[src/rtl/pa_pkg.sv]
// Shared definitions for the PA pipeline: opcodes, instruction field layout,
// decoded-field payload and the multiply latency shared with execution.
package pa_pkg;

    localparam int unsigned INSTR_W   = 32;
    localparam int unsigned DATA_W    = 32;
    localparam int unsigned OPC_W     = 6;
    localparam int unsigned REG_IDX_W = 5;
    localparam int unsigned OFF_W     = 10;
    localparam int unsigned NUM_REGS  = 32;

    localparam int unsigned OPC_LSB = 26;
    localparam int unsigned DST_LSB = 21;
    localparam int unsigned RS1_LSB = 16;
    localparam int unsigned RS2_LSB = 11;
    localparam int unsigned OFF_LSB = 0;

    localparam int unsigned MUL_CYCLES_DEF = 5;

    localparam logic [OPC_W-1:0] OP_ADD = 6'h00;
    localparam logic [OPC_W-1:0] OP_SUB = 6'h01;
    localparam logic [OPC_W-1:0] OP_MUL = 6'h02;
    localparam logic [OPC_W-1:0] OP_NOP = 6'h3F;

    typedef enum logic {
        ST_ISSUE    = 1'b0,
        ST_MUL_HOLD = 1'b1
    } dec_state_e;

    typedef struct packed {
        logic [OPC_W-1:0]     opcode;
        logic [REG_IDX_W-1:0] dst;
        logic [REG_IDX_W-1:0] rs1;
        logic [REG_IDX_W-1:0] rs2;
        logic [OFF_W-1:0]     offsetlo;
    } dec_fields_t;

    // Split an instruction word into its fields; bit 10 carries no meaning.
    function automatic dec_fields_t decode_instr(input logic [INSTR_W-1:0] instr);
        dec_fields_t f;
        f.opcode   = instr[OPC_LSB +: OPC_W];
        f.dst      = instr[DST_LSB +: REG_IDX_W];
        f.rs1      = instr[RS1_LSB +: REG_IDX_W];
        f.rs2      = instr[RS2_LSB +: REG_IDX_W];
        f.offsetlo = instr[OFF_LSB +: OFF_W];
        return f;
    endfunction

endpackage

[src/rtl/decode_stage_if.sv]
// Fetch-to-decode instruction handshake.
interface decode_stage_if;

    logic                        in_valid;
    logic [pa_pkg::INSTR_W-1:0]  in_instr;
    logic                        in_ready;

    modport master (output in_valid, output in_instr, input  in_ready);
    modport slave  (input  in_valid, input  in_instr, output in_ready);

endinterface

[src/rtl/decode_stage_reg_file.sv]
// 32x32 register file: two combinational read ports with writeback bypass,
// one synchronous write port, r0 hardwired to zero.
module reg_file
    import pa_pkg::*;
(
    input  logic                 clk,
    input  logic                 rst,
    input  logic                 we,
    input  logic [REG_IDX_W-1:0] waddr,
    input  logic [DATA_W-1:0]    wdata,
    input  logic [REG_IDX_W-1:0] raddr1,
    input  logic [REG_IDX_W-1:0] raddr2,
    output logic [DATA_W-1:0]    rdata1_c,
    output logic [DATA_W-1:0]    rdata2_c
);

    logic [DATA_W-1:0] mem_q [NUM_REGS];
    logic [DATA_W-1:0] mem_d [NUM_REGS];

    always_comb begin
        mem_d = mem_q;
        if (we && (waddr != '0)) begin
            mem_d[waddr] = wdata;
        end
    end

    always_ff @(posedge clk) begin
        if (rst) begin
            mem_q <= '{default: '0};
        end else begin
            mem_q <= mem_d;
        end
    end

    // A same-cycle write to the addressed register is forwarded to the reader.
    always_comb begin
        rdata1_c = mem_q[raddr1];
        rdata2_c = mem_q[raddr2];
        if (we && (waddr == raddr1)) rdata1_c = wdata;
        if (we && (waddr == raddr2)) rdata2_c = wdata;
        if (raddr1 == '0) rdata1_c = '0;
        if (raddr2 == '0) rdata2_c = '0;
    end

endmodule

[src/rtl/decode_stage.sv]
// PA decode/operand-fetch stage: registers decoded fields and operands for
// execution, freezes them for the full multiply latency, and issues bubbles.
module decode_stage
    import pa_pkg::*;
#(
    parameter int unsigned      MUL_CYCLES = MUL_CYCLES_DEF,
    parameter logic [OPC_W-1:0] NOP_OPCODE = OP_NOP
) (
    input  logic                 clk,
    input  logic                 rst,
    decode_stage_if.slave        fetch,
    input  logic                 wb_en,
    input  logic [REG_IDX_W-1:0] wb_addr,
    input  logic [DATA_W-1:0]    wb_data,
    output logic [OPC_W-1:0]     opcode,
    output logic [REG_IDX_W-1:0] dst,
    output logic [DATA_W-1:0]    src1,
    output logic [DATA_W-1:0]    src2,
    output logic [OFF_W-1:0]     offsetlo,
    output logic                 out_valid
);

    localparam int unsigned CNT_W = (MUL_CYCLES > 2) ? $clog2(MUL_CYCLES) : 1;

    dec_state_e           state_q,     state_d;
    logic [CNT_W-1:0]     count_q,     count_d;
    logic [OPC_W-1:0]     opcode_q,    opcode_d;
    logic [REG_IDX_W-1:0] dst_q,       dst_d;
    logic [DATA_W-1:0]    src1_q,      src1_d;
    logic [DATA_W-1:0]    src2_q,      src2_d;
    logic [OFF_W-1:0]     offsetlo_q,  offsetlo_d;
    logic                 out_valid_q, out_valid_d;

    dec_fields_t       fld;
    logic [DATA_W-1:0] rdata1, rdata2;
    logic              unused_instr_bit10;

    assign fld                = decode_instr(fetch.in_instr);
    assign unused_instr_bit10 = fetch.in_instr[10];

    reg_file u_reg_file (
        .clk      (clk),
        .rst      (rst),
        .we       (wb_en),
        .waddr    (wb_addr),
        .wdata    (wb_data),
        .raddr1   (fld.rs1),
        .raddr2   (fld.rs2),
        .rdata1_c (rdata1),
        .rdata2_c (rdata2)
    );

    assign fetch.in_ready = !rst && (state_q == ST_ISSUE);

    always_comb begin
        state_d     = state_q;
        count_d     = count_q;
        opcode_d    = opcode_q;
        dst_d       = dst_q;
        src1_d      = src1_q;
        src2_d      = src2_q;
        offsetlo_d  = offsetlo_q;
        out_valid_d = out_valid_q;

        unique case (state_q)
            ST_ISSUE: begin
                if (fetch.in_valid) begin
                    opcode_d    = fld.opcode;
                    dst_d       = fld.dst;
                    src1_d      = rdata1;
                    src2_d      = rdata2;
                    offsetlo_d  = fld.offsetlo;
                    out_valid_d = 1'b1;
                    if (fld.opcode == OP_MUL) begin
                        state_d = ST_MUL_HOLD;
                        count_d = '0;
                    end
                end else begin
                    // Bubble: only opcode and valid change, payload is left as-is.
                    opcode_d    = NOP_OPCODE;
                    out_valid_d = 1'b0;
                end
            end
            ST_MUL_HOLD: begin
                count_d = count_q + CNT_W'(1);
                if (count_q == CNT_W'(MUL_CYCLES - 2)) begin
                    state_d = ST_ISSUE;
                end
            end
            default: state_d = ST_ISSUE;
        endcase
    end

    always_ff @(posedge clk) begin
        if (rst) begin
            state_q     <= ST_ISSUE;
            count_q     <= '0;
            opcode_q    <= NOP_OPCODE;
            dst_q       <= '0;
            src1_q      <= '0;
            src2_q      <= '0;
            offsetlo_q  <= '0;
            out_valid_q <= 1'b0;
        end else begin
            state_q     <= state_d;
            count_q     <= count_d;
            opcode_q    <= opcode_d;
            dst_q       <= dst_d;
            src1_q      <= src1_d;
            src2_q      <= src2_d;
            offsetlo_q  <= offsetlo_d;
            out_valid_q <= out_valid_d;
        end
    end

    assign opcode    = opcode_q;
    assign dst       = dst_q;
    assign src1      = src1_q;
    assign src2      = src2_q;
    assign offsetlo  = offsetlo_q;
    assign out_valid = out_valid_q;

endmodule

[src/flat_wrapper.sv]
// flat-port wrapper written by rule: the top's interface ports become plain ports
module decode_stage_flat import pa_pkg::*;
#(
    parameter int unsigned      MUL_CYCLES = MUL_CYCLES_DEF,
    parameter logic [OPC_W-1:0] NOP_OPCODE = OP_NOP
)
  (clk, rst, wb_en, wb_addr, wb_data, opcode, dst, src1, src2, offsetlo, out_valid, fetch_in_valid, fetch_in_instr, fetch_in_ready);
  decode_stage_if fetch_i ();
  input  logic clk;
  input  logic rst;
  input  logic wb_en;
  input  logic [REG_IDX_W-1:0] wb_addr;
  input  logic [DATA_W-1:0] wb_data;
  output logic [OPC_W-1:0] opcode;
  output logic [REG_IDX_W-1:0] dst;
  output logic [DATA_W-1:0] src1;
  output logic [DATA_W-1:0] src2;
  output logic [OFF_W-1:0] offsetlo;
  output logic out_valid;
  input wire logic [$bits(fetch_i.in_valid)-1:0] fetch_in_valid;
  input wire logic [$bits(fetch_i.in_instr)-1:0] fetch_in_instr;
  output wire logic [$bits(fetch_i.in_ready)-1:0] fetch_in_ready;
  assign fetch_i.in_valid = fetch_in_valid;
  assign fetch_i.in_instr = fetch_in_instr;
  assign fetch_in_ready = fetch_i.in_ready;
  decode_stage #(.MUL_CYCLES(MUL_CYCLES), .NOP_OPCODE(NOP_OPCODE)) u_core (.clk(clk), .rst(rst), .fetch(fetch_i), .wb_en(wb_en), .wb_addr(wb_addr), .wb_data(wb_data), .opcode(opcode), .dst(dst), .src1(src1), .src2(src2), .offsetlo(offsetlo), .out_valid(out_valid));
endmodule
[config.mk]
export PLATFORM = sky130hd
export DESIGN_NAME = decode_stage_flat
export DESIGN_NICKNAME = d
export VERILOG_FILES = /design/src/rtl/pa_pkg.sv /design/src/rtl/decode_stage_if.sv /design/src/rtl/decode_stage_reg_file.sv /design/src/rtl/decode_stage.sv /design/src/flat_wrapper.sv
export SDC_FILE = /design/constraint.sdc
export NUM_CORES = 2
export LEC_CHECK = 0
export CAP_MARGIN = 10
export CORE_ASPECT_RATIO = 0.5
export CORE_MARGIN = 4
export CORE_UTILIZATION = 45
export CTS_CLUSTER_DIAMETER = 80
export DETAILED_ROUTE_END_ITERATION = 10
export PLACE_DENSITY = 0.69
export REMOVE_ABC_BUFFERS = 1
export SLEW_MARGIN = 10
export SYNTH_ARGS = -nofsm -noshare
export SYNTH_HDL_FRONTEND = slang
export SYNTH_SLANG_ARGS = --single-unit
[constraint.sdc]
create_clock -name clk -period 2.1 [get_ports clk]
set_input_delay 0.42 -clock clk [delete_from_list [all_inputs] [get_ports clk]]
set_output_delay 0.42 -clock clk [all_outputs]
set_load 0.01 [all_outputs]
After elaboration in Yosys (flattened, before gate mapping) --
Index checks and enable logic that the tools add are counted.
Storage, ports and cells: memory bits (writable) 0, logic and storage cells 88, bits of input ports 73, bits in latches 0, bits in read-only memories 0, flip-flop bits (word level) 1114, output and inout bits 87, memories kept 0
Operators by class: equality and inequality tests 6, bitwise gates (word level) 4, shifts and indexed selects 0, $lt $le $gt $ge 4, reduce and logical (&&, ||, !) cells 11, muxes and demuxes 22, add/subtract/negate cells 1, divide/modulo/power cells 0, multipliers 0
Operators with widths (number):
- $bwmux W1024 | 1
- $bmux W32 S5 | 2
- $mux W32 | 9
- $demux W32 S5 | 1
- $ge A6 B6 Y1 const B | 3
- $not A5 Y6 | 3
- $eq A5 B5 Y1 | 2
- $logic_not A5 Y1 | 2
- $eq A6 B2 Y1 const B | 1
- $lt A6 B1 Y1 const B | 1
- $mux W3 | 2
- $mux W6 | 1
- $pmux W3 S2 | 1
- $logic_and A1 B1 Y1 | 5
- $reduce_bool A5 Y1 | 1
- $mux W1 | 4
- $ne A2 B2 Y1 const B | 2
- $reduce_and A2 Y1 | 2
- $add A3 B1 Y3 const B | 1
- $eq A3 B2 Y1 const B | 1
- $pmux W1 S2 | 1
- $logic_not A1 Y1 | 1
- $not A1 Y1 | 1

Logic depth before layout (Yosys ltp) --
word-level depth 6, mapped depth 9, gate-level depth less buffers 5

Hierarchy --
Synthesis repeated with hierarchy kept, for this count alone.
Second synthesis, totals: cells, all modules 6452, area total of the unflattened synthesis 55754.7 um^2
Modules (own cells, without submodules):
- reg_file | instances 1, area an instance 52575.4 um^2, cells each 6060
- decode_stage | instances 1, area an instance 3179.3 um^2, cells each 392

Worst setup path before layout --
Ideal clock, no wire load.
path kind input to register, start point input fetch_in_instr[13], end point register u_core.src2_q[15] (netlist: u_core.src2[15]), setup slack 0.121 ns, data required time 1.978 ns, arrival 1.857 ns, setup time 0.122 ns, stages on the path 8, buffers on the path 3, cells stage by stage buf_2 buf_6 buf_2 mux4_2 mux2i_1 nand2_1 o211ai_1 o21ai_1
On the way: longest elaborated chain between the ends 6, elaborated cells on any way between the ends 9, classes of those cells 1 x eq/ne; 5 x mux; 1 x bitwise; 2 x reduce/logical
Ends and longest elaborated chain:
- start, declared | RTL line flat_wrapper.sv:21 | input wire logic [$bits(fetch_i.in_instr)-1:0] fetch_in_instr;
- $not A5 Y6 (not written as such) | RTL line decode_stage_reg_file.sv:38 | rdata2_c = mem_q[raddr2];
- $bmux W32 S5 | RTL line decode_stage_reg_file.sv:38
- $mux W32 (not written as such) (2 in a row) | RTL line decode_stage_reg_file.sv:38
- $mux W32 | RTL line decode_stage_reg_file.sv:40 | if (we && (waddr == raddr2)) rdata2_c = wdata;
- $mux W32 * | RTL line decode_stage_reg_file.sv:42 | if (raddr2 == '0) rdata2_c = '0;
- end signal, assigned | RTL line decode_stage.sv:110 | src2_q <= src2_d;
- end, declared | RTL line decode_stage.sv:30 | logic [DATA_W-1:0] src2_q, src2_d;
Mark *: on every way between the ends. The rest lies on a longest branch, timed or not. The select of a mux whose other input is x is not followed. A chain may end at the register's enable or synchronous reset.

Worst setup path in the final report --
start point register u_core.src2_q[16] (netlist: u_core.src2[16]), end point output src2[16]
RTL lines:
- end, declared | RTL line flat_wrapper.sv:17 | output logic [DATA_W-1:0] src2;
No word-level cell between the ends.

==> impl_metrics.env <==
export IMPL_rrSetupSlack_ns=0.06
export IMPL_antenna_found_initial=6
export IMPL_die_h_um=257
export IMPL_min_to="u_core.u_reg_file.mem_q[511]$_SDFFE_PP0P_"
export IMPL_ys_ff_latch=1114
export IMPL_holdPathStages=3
export IMPL_numCtsBuffers=103
export IMPL_hold_path_startpoint="rst"
export IMPL_floorplan_die_area_um2=130000
export IMPL_placementRows=90
export IMPL_reg2reg_from="u_core.state_q$_SDFF_PP0_"
export IMPL_p_comb_share_pct=10.2
export IMPL_ys_flop_type="dfxtp_1"
export IMPL_crit_arrival_ns=1.64
export IMPL_wl_mm=208
export IMPL_regArea_um2=22300
export IMPL_gp_congestion=0.922
export IMPL_synth_cells=6253
export IMPL_final_common_cell="nand2_1"
export IMPL_power_leakage_nw=23.1
export IMPL_post_route_min_period_ns=2.06
export IMPL_cts_setup_buffers=0
export IMPL_timing_setup_tns_ns=0
export IMPL_drc=0
export IMPL_cts_root_buf="clkbuf_16"
export IMPL_first_pass_iters=8
export IMPL_setup_ws_ns=0.0395
export IMPL_critPathTopFamily="buffers and inverters"
export IMPL_num_vias=50500
export IMPL_rsz0062_at_grt="false"
export IMPL_crit_required_ns=1.68
export IMPL_async_reset_ff_share_pct=0
export IMPL_cts_tree="yes"
export IMPL_intPower_mw=35.0
export IMPL_skew_ns=0.0212
export IMPL_pre_cts_ws_ns=-0.609
export IMPL_p_switching_mw=12.1
export IMPL_yosys_warnings=0
export IMPL_portBuffers=158
export IMPL_drive_gt1_share_pct=20.7
export IMPL_r2r_end="u_core.src2[24]$_SDFFE_PP0P_"
export IMPL_synth_fa_ha_area_share_pct=0.0450
export IMPL_grt_start_max_net_pins=216
export IMPL_clock_fmax_mhz=485
export IMPL_finalHoldViolCount=0
export IMPL_drtIter0Drc=7440
export IMPL_hold_slack_ns=0.225
export IMPL_syn_cell_area_um2=55700
export IMPL_die_w_um=505
export IMPL_synth_compound_area_share_pct=12.3
export IMPL_vdd_ir_drop_max_v=0.000666
export IMPL_ys_types=48
export IMPL_fp_coreArea_um2=122000
export IMPL_synth_top_family_by_area="multiplexers"
export IMPL_yosys_area_share_simple_pct=17.5
export IMPL_multiInputGateArea_um2=30700
export IMPL_synth_xor_area_share_pct=0.157
export IMPL_grt_usage_pct=31.0
export IMPL_r2r_cells=6
export IMPL_total_power_mw=47.1
export IMPL_post_route_period_util_pct=98.1
export IMPL_hold_path_class="in2reg"
export IMPL_gr_total_overflow=0
export IMPL_cp_end_kind="output port"
export IMPL_cts_clk_slew_worst_paths_ns=0.07
export IMPL_slew_violations=0
export IMPL_htreeDepth=3
export IMPL_first_global_vias=47900
export IMPL_layout_nets=6422
export IMPL_maxCapViolCount=0
export IMPL_switching_share_pct=25.8
export IMPL_numClockSinks=1114
export IMPL_clk_latency_ns=0.75
export IMPL_setup_viol=0
export IMPL_path_cells="clkdlybuf4s50_1"
export IMPL_pwr_share_clk_pct=44.1
export IMPL_grt_pass1_wl_mm=307
export IMPL_crit_path_max_incr_delay_ns=0.56
export IMPL_synth_area_per_cell_um2=8.90
export IMPL_post_drt_wl_per_cell_um=25.8
export IMPL_ios=160
export IMPL_cp_start_kind="flip-flop"
export IMPL_power_frac_seq_pct=45.8
export IMPL_tightestPinTransition_ns=1.11
export IMPL_slew_headroom_pct=26.3
export IMPL_antenna_left=0
export IMPL_p_per_area_nw_per_um2=705
export IMPL_cp_max_fo=2
export IMPL_synth_edf_count=0
export IMPL_hold_buffers=0
export IMPL_cpMaxStageDelayCell="clkdlybuf4s50_1"
export IMPL_final_cell_mix="2274 x nand2_1, 1089 x dfxtp_1, 1008 x a21oi_1, 488 x mux4_2, 254 x buf_4"
export IMPL_start_util_pct=45.8
export IMPL_synth_mux_area_share_pct=24.5
export IMPL_fill_cells=10500
export IMPL_seq_area_frac_synth_pct=40.1
export IMPL_area_growth_pct=20.0
export IMPL_critPathKind="reg2out"
export IMPL_via_per_inst=6.28
export IMPL_critPathBufInv=1
export IMPL_dp_hpwl_mm=137
export IMPL_status="complete, no violations"
export IMPL_clockBufferDepth=3
[timing repair]
item,4_1_cts,5_1_grt
gates resized for setup,76,7
pin swaps,0,0
setup endpoints to repair,51,37
gates cloned,0,1
hold endpoints to repair,0,0
[logic make-up after synthesis]
| group | after synthesis |
|---|---|
| buf+inv | 656 |
| fa+ha+maj | 2 |
| xor+xnor | 10 |
| flops | 1114 |
| mux | 706 |
| compound gates | 1277 |
| simple gates | 2488 |
[cells in the mapped netlist, types with 8 or more instances]
master / count / area share [%]
buf_2: 155 / 1.4
a32oi_1: 64 / 1.0
clkbuf_1: 420 / 2.8
mux2i_1: 130 / 2.3
o21ai_1: 128 / 1.2
mux4_1: 24 / 1.1
mux2_2: 64 / 1.3
nand2b_1: 73 / 0.82
nor2_2: 9 / 0.10
buf_6: 23 / 0.47
dfxtp_1: 1114 / 40
o211ai_1: 64 / 0.86
a21oi_1: 1008 / 9.1
nor2_1: 31 / 0.21
buf_4: 41 / 0.55
xor2_1: 8 / 0.13
mux4_2: 488 / 20
buf_1: 13 / 0.088
nand2_1: 2307 / 16
nor2b_1: 35 / 0.39
[metrics by stage]
step	instance area [um^2]	std cells	util (%)
2_1_floorplan	52700	5599	-
3_3_place_gp	63100	7851	51.9
3_5_place_dp	63100	7851	51.9
4_1_cts	66800	8042	54.9
5_1_grt	66800	8043	54.9
6_report	66800	8044	54.9
[power groups by stage]
stage	logic, mW	clock network, mW	registers (mW)
finish	4.78	20.8	21.6
CTS	4.65	20.8	21.6
detailed placement	4.67	0	22.0
global route	4.94	21.7	21.6
global placement	4.65	0	22.0
floorplan	1.26	0	22.0
[registers in the layout (all words and copies together) (netlist names)]
| signal | flops |
|---|---|
| u_core.u_reg_file.mem_q | 1024 |
| u_core.src1 | 32 |
| u_core.src2 | 32 |
| u_core.offsetlo | 10 |
| u_core.opcode | 6 |
| u_core.dst | 5 |
| u_core.count_q | 3 |
| u_core.out_valid | 1 |
| u_core.state_q | 1 |
[worst min-delay path: cells and delay by family]
family                 cells  cell delay (ns)
AOI/OAI and AO/OA          1             0.12
buffers and inverters      2             0.36
[layer usage]
metal | wire length, um | share of wire, % | GRT usage, % | vias to the layer above
met1 | 78100 | 38 | 41.4 | 24600
met3 | 30600 | 15 | 10.5 | 663
met4 | 10900 | 5.2 | 14.1 | 10
met5 | 216 | 0.10 | 0.841 | -
met2 | 88100 | 42 | 45.3 | 3404
li1 | - | - | - | 21800
[layout make-up]
type,count,share of cell area [%]
multi-input cells,4484,46.0
repair buffers,642,12.1
well taps,1610,3.02
inverters,2,0.0112
clock buffers,136,4.38
clock inverters,55,1.13
flip-flops and latches,1114,33.4
diodes,1,0.00375
[worst max-delay path by stage]
stage / cells past startpoint / startpoint / slack (ns) / to
after floorplan: 4 / fetch_in_valid / -0.89 / u_core.src1[0]$_SDFFE_PP0P_
after global placement: 7 / fetch_in_valid / -0.57 / u_core.src2[5]$_SDFFE_PP0P_
after detailed placement: 7 / fetch_in_valid / -0.61 / u_core.src2[6]$_SDFFE_PP0P_
after CTS: 1 / u_core.src2[17]$_SDFFE_PP0P_ / 0.001 / src2[17]
after global routing: 1 / u_core.src2[19]$_SDFFE_PP0P_ / 0.003 / src2[19]
final: 1 / u_core.src2[16]$_SDFFE_PP0P_ / 0.04 / src2[16]
No activity file was read; power rests on OpenSTA's default activity.
